File: src/rtl/mem2d_pkg.sv
// Shared types for the 2D strided memory walker: operating modes and FSM state encoding.
package mem2d_pkg;

    typedef enum logic {
        MODE_FILL = 1'b0,
        MODE_COPY = 1'b1
    } mode_e;

    localparam logic MEM2D_MODE_FILL = 1'b0;
    localparam logic MEM2D_MODE_COPY = 1'b1;

    typedef enum logic [2:0] {
        ST_IDLE   = 3'd0,
        ST_CHK    = 3'd1,
        ST_RD     = 3'd2,
        ST_RWAIT  = 3'd3,
        ST_WR     = 3'd4,
        ST_NEXT   = 3'd5,
        ST_ROWEND = 3'd6,
        ST_DONE   = 3'd7
    } state_e;

endpackage

File: src/rtl/mem2d_addr_gen.sv
// Row/column counters, region geometry latched at go, and source/destination address generation.
module mem2d_addr_gen
    import mem2d_pkg::*;
#(
    parameter int MEM_AW   = 16,
    parameter int DIM_BITS = 16
) (
    input  logic                clk,
    input  logic                rst,
    input  logic                load,
    input  logic [MEM_AW-1:0]   src_base,
    input  logic [MEM_AW-1:0]   dst_base,
    input  logic [DIM_BITS-1:0] src_stride,
    input  logic [DIM_BITS-1:0] dst_stride,
    input  logic [DIM_BITS-1:0] rows,
    input  logic [DIM_BITS-1:0] cols,
    input  logic                col_step,
    input  logic                row_step,
    output logic [MEM_AW-1:0]   src_addr,
    output logic [MEM_AW-1:0]   dst_addr,
    output logic [DIM_BITS-1:0] fill_sum,
    output logic                col_more,
    output logic                row_more,
    output logic                region_empty
);

    logic [DIM_BITS-1:0] i_q, i_d;
    logic [DIM_BITS-1:0] j_q, j_d;
    logic [DIM_BITS-1:0] rows_q, rows_d;
    logic [DIM_BITS-1:0] cols_q, cols_d;
    logic [DIM_BITS-1:0] src_stride_q, src_stride_d;
    logic [DIM_BITS-1:0] dst_stride_q, dst_stride_d;
    logic [MEM_AW-1:0]   src_row_q, src_row_d;
    logic [MEM_AW-1:0]   dst_row_q, dst_row_d;

    logic [DIM_BITS-1:0] i_inc;
    logic [DIM_BITS-1:0] j_inc;

    assign i_inc = i_q + DIM_BITS'(1);
    assign j_inc = j_q + DIM_BITS'(1);

    // Row base addresses accumulate one stride per row instead of multiplying stride by i.
    always_comb begin
        i_d          = i_q;
        j_d          = j_q;
        rows_d       = rows_q;
        cols_d       = cols_q;
        src_stride_d = src_stride_q;
        dst_stride_d = dst_stride_q;
        src_row_d    = src_row_q;
        dst_row_d    = dst_row_q;
        if (load) begin
            i_d          = '0;
            j_d          = '0;
            rows_d       = rows;
            cols_d       = cols;
            src_stride_d = src_stride;
            dst_stride_d = dst_stride;
            src_row_d    = src_base;
            dst_row_d    = dst_base;
        end else if (row_step) begin
            i_d       = i_inc;
            j_d       = '0;
            src_row_d = src_row_q + MEM_AW'(src_stride_q);
            dst_row_d = dst_row_q + MEM_AW'(dst_stride_q);
        end else if (col_step) begin
            j_d = j_inc;
        end
    end

    always_ff @(posedge clk or posedge rst) begin
        if (rst) begin
            i_q          <= '0;
            j_q          <= '0;
            rows_q       <= '0;
            cols_q       <= '0;
            src_stride_q <= '0;
            dst_stride_q <= '0;
            src_row_q    <= '0;
            dst_row_q    <= '0;
        end else begin
            i_q          <= i_d;
            j_q          <= j_d;
            rows_q       <= rows_d;
            cols_q       <= cols_d;
            src_stride_q <= src_stride_d;
            dst_stride_q <= dst_stride_d;
            src_row_q    <= src_row_d;
            dst_row_q    <= dst_row_d;
        end
    end

    // End tests compare the incremented index with != so full-range dimensions never overflow.
    assign src_addr     = src_row_q + MEM_AW'(j_q);
    assign dst_addr     = dst_row_q + MEM_AW'(j_q);
    assign fill_sum     = i_q + j_q + DIM_BITS'(1);
    assign col_more     = (j_inc != cols_q);
    assign row_more     = (i_inc != rows_q);
    assign region_empty = (rows_q == '0) || (cols_q == '0);

endmodule

File: src/rtl/mem2d_walker.sv
// 2D strided fill/copy engine: FSM, single-outstanding memory handshake and data path.
// Define MEM2D_CSUM_EN to add the csum port holding the XOR of all written words.
module mem2d_walker
    import mem2d_pkg::*;
#(
    parameter int MEM_AW   = 16,
    parameter int MEM_DW   = 32,
    parameter int DIM_BITS = 16
) (
    input  logic                clk,
    input  logic                rst,
    input  logic                go,
    input  logic                mode,
    input  logic [MEM_AW-1:0]   src_base,
    input  logic [MEM_AW-1:0]   dst_base,
    input  logic [DIM_BITS-1:0] src_stride,
    input  logic [DIM_BITS-1:0] dst_stride,
    input  logic [DIM_BITS-1:0] rows,
    input  logic [DIM_BITS-1:0] cols,
    output logic                busy,
    output logic                ret,
    output logic                mem_req,
    output logic                mem_write,
    output logic [MEM_AW-1:0]   mem_addr,
    output logic [MEM_DW-1:0]   mem_wdata,
    input  logic                mem_gnt,
    input  logic                mem_rdata_vld,
    input  logic [MEM_DW-1:0]   mem_rdata
`ifdef MEM2D_CSUM_EN
    ,
    output logic [MEM_DW-1:0]   csum
`endif
);

    state_e              state_q, state_d;
    mode_e               mode_q, mode_d;
    logic [MEM_DW-1:0]   rdata_q, rdata_d;

    logic                load;
    logic                col_step;
    logic                row_step;
    logic [MEM_AW-1:0]   src_addr;
    logic [MEM_AW-1:0]   dst_addr;
    logic [DIM_BITS-1:0] fill_sum;
    logic [DIM_BITS-1:0] fill_inv;
    logic                col_more;
    logic                row_more;
    logic                region_empty;
    logic [MEM_DW-1:0]   wr_data;
    state_e              first_access;

    mem2d_addr_gen #(
        .MEM_AW   (MEM_AW),
        .DIM_BITS (DIM_BITS)
    ) u_addr_gen (
        .clk          (clk),
        .rst          (rst),
        .load         (load),
        .src_base     (src_base),
        .dst_base     (dst_base),
        .src_stride   (src_stride),
        .dst_stride   (dst_stride),
        .rows         (rows),
        .cols         (cols),
        .col_step     (col_step),
        .row_step     (row_step),
        .src_addr     (src_addr),
        .dst_addr     (dst_addr),
        .fill_sum     (fill_sum),
        .col_more     (col_more),
        .row_more     (row_more),
        .region_empty (region_empty)
    );

    assign fill_inv     = ~fill_sum;
    assign wr_data      = (mode_q == MODE_COPY) ? rdata_q : MEM_DW'(fill_inv);
    assign first_access = (mode_q == MODE_COPY) ? ST_RD : ST_WR;

    always_comb begin
        state_d  = state_q;
        mode_d   = mode_q;
        rdata_d  = rdata_q;
        load     = 1'b0;
        col_step = 1'b0;
        row_step = 1'b0;
        case (state_q)
            ST_IDLE: begin
                if (go) begin
                    load    = 1'b1;
                    mode_d  = (mode == MEM2D_MODE_COPY) ? MODE_COPY : MODE_FILL;
                    state_d = ST_CHK;
                end
            end
            ST_CHK: begin
                state_d = region_empty ? ST_DONE : first_access;
            end
            ST_RD: begin
                if (mem_gnt) begin
                    state_d = ST_RWAIT;
                end
            end
            ST_RWAIT: begin
                if (mem_rdata_vld) begin
                    rdata_d = mem_rdata;
                    state_d = ST_WR;
                end
            end
            ST_WR: begin
                if (mem_gnt) begin
                    state_d = ST_NEXT;
                end
            end
            ST_NEXT: begin
                col_step = 1'b1;
                state_d  = col_more ? first_access : ST_ROWEND;
            end
            // Request stays low here for one cycle so the arbiter sees a bubble between rows.
            ST_ROWEND: begin
                row_step = 1'b1;
                state_d  = row_more ? first_access : ST_DONE;
            end
            ST_DONE: begin
                state_d = ST_IDLE;
            end
            default: begin
                state_d = ST_IDLE;
            end
        endcase
    end

    always_ff @(posedge clk or posedge rst) begin
        if (rst) begin
            state_q <= ST_IDLE;
            mode_q  <= MODE_FILL;
            rdata_q <= '0;
        end else begin
            state_q <= state_d;
            mode_q  <= mode_d;
            rdata_q <= rdata_d;
        end
    end

    // Request fields decode purely from registered state, so they hold steady while a grant is pending.
    always_comb begin
        busy      = 1'b0;
        ret       = 1'b0;
        mem_req   = 1'b0;
        mem_write = 1'b0;
        mem_addr  = '0;
        mem_wdata = '0;
        case (state_q)
            ST_IDLE: begin
                busy = 1'b0;
            end
            ST_DONE: begin
                ret = 1'b1;
            end
            ST_RD: begin
                busy     = 1'b1;
                mem_req  = 1'b1;
                mem_addr = src_addr;
            end
            ST_WR: begin
                busy      = 1'b1;
                mem_req   = 1'b1;
                mem_write = 1'b1;
                mem_addr  = dst_addr;
                mem_wdata = wr_data;
            end
            default: begin
                busy = 1'b1;
            end
        endcase
    end

`ifdef MEM2D_CSUM_EN
    logic [MEM_DW-1:0] csum_q, csum_d;

    always_comb begin
        csum_d = csum_q;
        if (state_q == ST_IDLE && go) begin
            csum_d = '0;
        end else if (state_q == ST_WR && mem_gnt) begin
            csum_d = csum_q ^ wr_data;
        end
    end

    always_ff @(posedge clk or posedge rst) begin
        if (rst) begin
            csum_q <= '0;
        end else begin
            csum_q <= csum_d;
        end
    end

    assign csum = csum_q;
`endif

endmodule

File: config.mk
export PLATFORM = sky130hd
export DESIGN_NAME = mem2d_walker
export DESIGN_NICKNAME = d
export VERILOG_FILES = /design/src/rtl/mem2d_pkg.sv /design/src/rtl/mem2d_addr_gen.sv /design/src/rtl/mem2d_walker.sv
export SDC_FILE = /design/constraint.sdc
export NUM_CORES = 1
export LEC_CHECK = 0
export ABC_CLOCK_PERIOD_IN_PS = 7000
export CAP_MARGIN = 20
export CORE_MARGIN = 3
export CORE_UTILIZATION = 50
export CTS_CLUSTER_SIZE = 8
export DETAILED_ROUTE_END_ITERATION = 6
export DONT_BUFFER_PORTS = 1
export PLACE_DENSITY = 0.63
export SYNTH_ARGS = -nofsm -noshare
export SYNTH_HDL_FRONTEND = slang
export SYNTH_SLANG_ARGS = --single-unit
File: constraint.sdc
create_clock -name clk -period 7 [get_ports clk]
set_clock_uncertainty 0.15 [all_clocks]
set_input_delay 1.4 -clock clk [delete_from_list [all_inputs] [get_ports clk]]
set_output_delay 1.4 -clock clk [all_outputs]
set_load 0.005 [all_outputs]
==> results.sh <==
export IMPL_status="finished clean"
export IMPL_setup_slack_ns=0.6943
export IMPL_hp_class="register to register"
export IMPL_place_area_sq_um=11120
export IMPL_post_route_period_util_pct=90.08
export IMPL_cts_buffers=17
export IMPL_power_total_mw=5.118
export IMPL_layout_nets=1499
export IMPL_cellPowerDensity_nw_per_um2=437.6
export IMPL_critPathKind="register to primary output"
export IMPL_avgViaCountPerCell=5.900
export IMPL_fill_cells=2043
export IMPL_max_slew_margin_pct=34.91
export IMPL_antenna_cells=0
export IMPL_finalHoldViolCount=0
export IMPL_syn_area_sq_um=10930
export IMPL_antenna_left=0
export IMPL_vias=9364
export IMPL_synth_compound_area_share_pct=16.10
export IMPL_fin_util_pct=55.11
export IMPL_slew_violations=0
export IMPL_drive_above_1_share_pct=7.088
export IMPL_synthToLayoutAreaGrowth_pct=7.031
export IMPL_power_leakage_nw=5.561
export IMPL_gp_congestion=0.9329
export IMPL_synthMuxAreaShare_pct=4.214
export IMPL_avgSynthCellArea_sq_um=8.209
export IMPL_dp_hpwl_um=21930
export IMPL_synth_top_family_by_area="simple AND/OR/NAND/NOR gates"
export IMPL_synth_enable_flop_cells=0
export IMPL_htreeDepth=4
export IMPL_max_cap_viol_count=0
export IMPL_clkTransAtPathRegs_ns=0.07
export IMPL_fmax_mhz=158.6
export IMPL_antenna_found_initial=0
export IMPL_chipWidth_um=153.8
export IMPL_wl_per_cell_um=19.03
export IMPL_worst_ep_arrival_time_ns=4.76
export IMPL_hold_slack_ns=0.3314
export IMPL_async_reset_ff_share_pct=100.0
export IMPL_cts_sinks=164
export IMPL_grt_pass1_vias=8849
export IMPL_overflow=0
export IMPL_wl_um=30190
export IMPL_grt_max_degree=104
export IMPL_ir_drop_uv=225.9
export IMPL_clock_latency_ns=0.44
export IMPL_synth_seq_cells=164
export IMPL_die_h_um=153.8
export IMPL_cts_root_buffer="clkbuf_16"
export IMPL_setup_violations=0
export IMPL_yosysTopAreaCell="dfrtp_1"
export IMPL_core_sq_um=21220
export IMPL_remaining_drc_errors=0
export IMPL_tightest_slew_ns=0.9763
export IMPL_cp_start_kind="register"
export IMPL_tritoncts="built"
export IMPL_drtIter0Drc=612
export IMPL_placed_cells=1555
export IMPL_synth_simple_area_share_pct=24.00
export IMPL_rsz0062_at_grt="false"
export IMPL_path_max_fanout=18
export IMPL_synth_adder_area_share_pct=7.832
export IMPL_synthTopCellsByCount="nand2_1 (337), dfrtp_1 (164), o21ai_0 (103)"
export IMPL_synth_xor_area_share_pct=6.813
export IMPL_design_area_sq_um=11700
export IMPL_synthFlopType="dfrtp_1"
export IMPL_cp_end_kind="primary output"
export IMPL_ios=186
export IMPL_globalRouteTotalUtil_pct=25.31
export IMPL_post_route_min_period_ns=6.306
export IMPL_cts_max_path_buffers=2
export IMPL_synth_area_leaders="dfrtp_1 (38%), nand2_1 (12%), ha_1 (7.1%)"
export IMPL_seq_area_frac_synth_pct=37.56
export IMPL_ys_warn_count=0
export IMPL_regArea_sq_um=4104
export IMPL_first_pass_iters=5
export IMPL_grt_pass1_wl_um=48000
export IMPL_syn_inst=1331
export IMPL_port_buffer_count=0
export IMPL_stdcell_count=1587
export IMPL_cp_required_ns=5.45
export IMPL_rows=53
export IMPL_initial_utilization_pct=51.49
export IMPL_synth_top_area_share_pct=37.56
export IMPL_tns_ns=0
export IMPL_synth_most_common_cell="nand2_1"
export IMPL_multi_input_area_sq_um=6456
export IMPL_ys_types=68
export IMPL_synth_net_count=1531
export IMPL_ctsHoldBuffers=0
export IMPL_dieArea_sq_um=23660
export IMPL_place_ws_ns=0.9915
## report_power, final
part	switching [mW]	internal [mW]
sequential	0.392	1.33
clock	0.412	0.506
combinational	1.45	1.04
## cells by family (layout without fill, tap and decap cells)
group,count (synthesis),after routing
flops,164,164
compound gates,285,285
mux,42,42
fa+ha+maj,66,66
buf+inv,97,78
simple gates,592,592
xor+xnor,85,85
## sequential cells by signal, summed over array words and instances, names as in the netlist
register,count
state_q,3
u_addr_gen.rows_q,16
u_addr_gen.dst_stride_q,16
u_addr_gen.src_row_q,16
u_addr_gen.src_stride_q,16
u_addr_gen.j_q,16
mode_q,1
u_addr_gen.i_q,16
u_addr_gen.dst_row_q,16
rdata_q,32
u_addr_gen.cols_q,16
## final cells by class
type | count | share of cell area, %
multi-input combinational | 1070 | 55.20
sequential | 164 | 35.09
clock buffer | 20 | 3.819
tap | 275 | 2.942
inverter | 34 | 1.134
clock inverter | 12 | 1.038
timing repair buffer | 12 | 0.7703
## critical path: stages (launching register included)
cell	delay [ns]
dfrtp_1	0.57
inv_1	0.20
or3_4	0.47
buf_4	0.24
o21ai_0	0.24
inv_1	0.09
fa_1	0.41
nor2b_1	0.16
o21ai_0	0.12
a21boi_0	0.31
o21ai_0	0.18
a31oi_1	0.37
a311oi_1	0.18
o21a_1	0.21
nor3_1	0.36
buf_4	0.20
## path summary, 6_finish.rpt
| check | from | endpoint | slack, ns | depth (start not counted) |
|---|---|---|---|---|
| max in group asynchronous | rst | rdata_q[8] | 4.85 | 2 |
| max | state_q[2] | mem_addr[14] | 0.69 | 15 |
| min | u_addr_gen.dst_stride_q[5] | u_addr_gen.dst_stride_q[5] | 0.33 | 2 |
| max reg2reg | state_q[2] | u_addr_gen.j_q[8] | 3.25 | 7 |
| min reg2reg | u_addr_gen.dst_stride_q[5] | u_addr_gen.dst_stride_q[5] | 0.33 | 2 |
| min in group asynchronous | rst | u_addr_gen.src_stride_q[0] | 0.78 | 1 |
## repair_timing
action                     in CTS  in global routing
setup endpoints to repair       0                  1
gates resized for setup         0                  1
setup buffers                   0                  0
## routing by layer
| metal | vias to the layer above | global-route usage [%] | wire (um) |
|---|---|---|---|
| li1 | 4564 | - | - |
| met1 | 4466 | 33.50 | 12830 |
| met2 | 283 | 40.38 | 14230 |
| met3 | 51 | 6.614 | 2188 |
| met4 | 0 | 9.041 | 950 |
| met5 | - | 0 | 0 |
## placed cells by master (no fill, tap or decap), types with 11 or more instances in the layout
master	count
buf_4	12
o31ai_1	13
and3_1	28
nor2_1	85
ha_1	62
dfrtp_1	164
a31oi_1	17
nor2b_1	11
clkbuf_16	17
a22oi_1	11
nor4_1	12
mux2_2	32
a21o_1	18
xnor2_1	47
inv_1	33
xor2_1	38
nor3_1	34
o21ai_0	103
a21oi_1	60
nand2_1	337
nand3_1	28
Power figures use the tool's default switching activity.
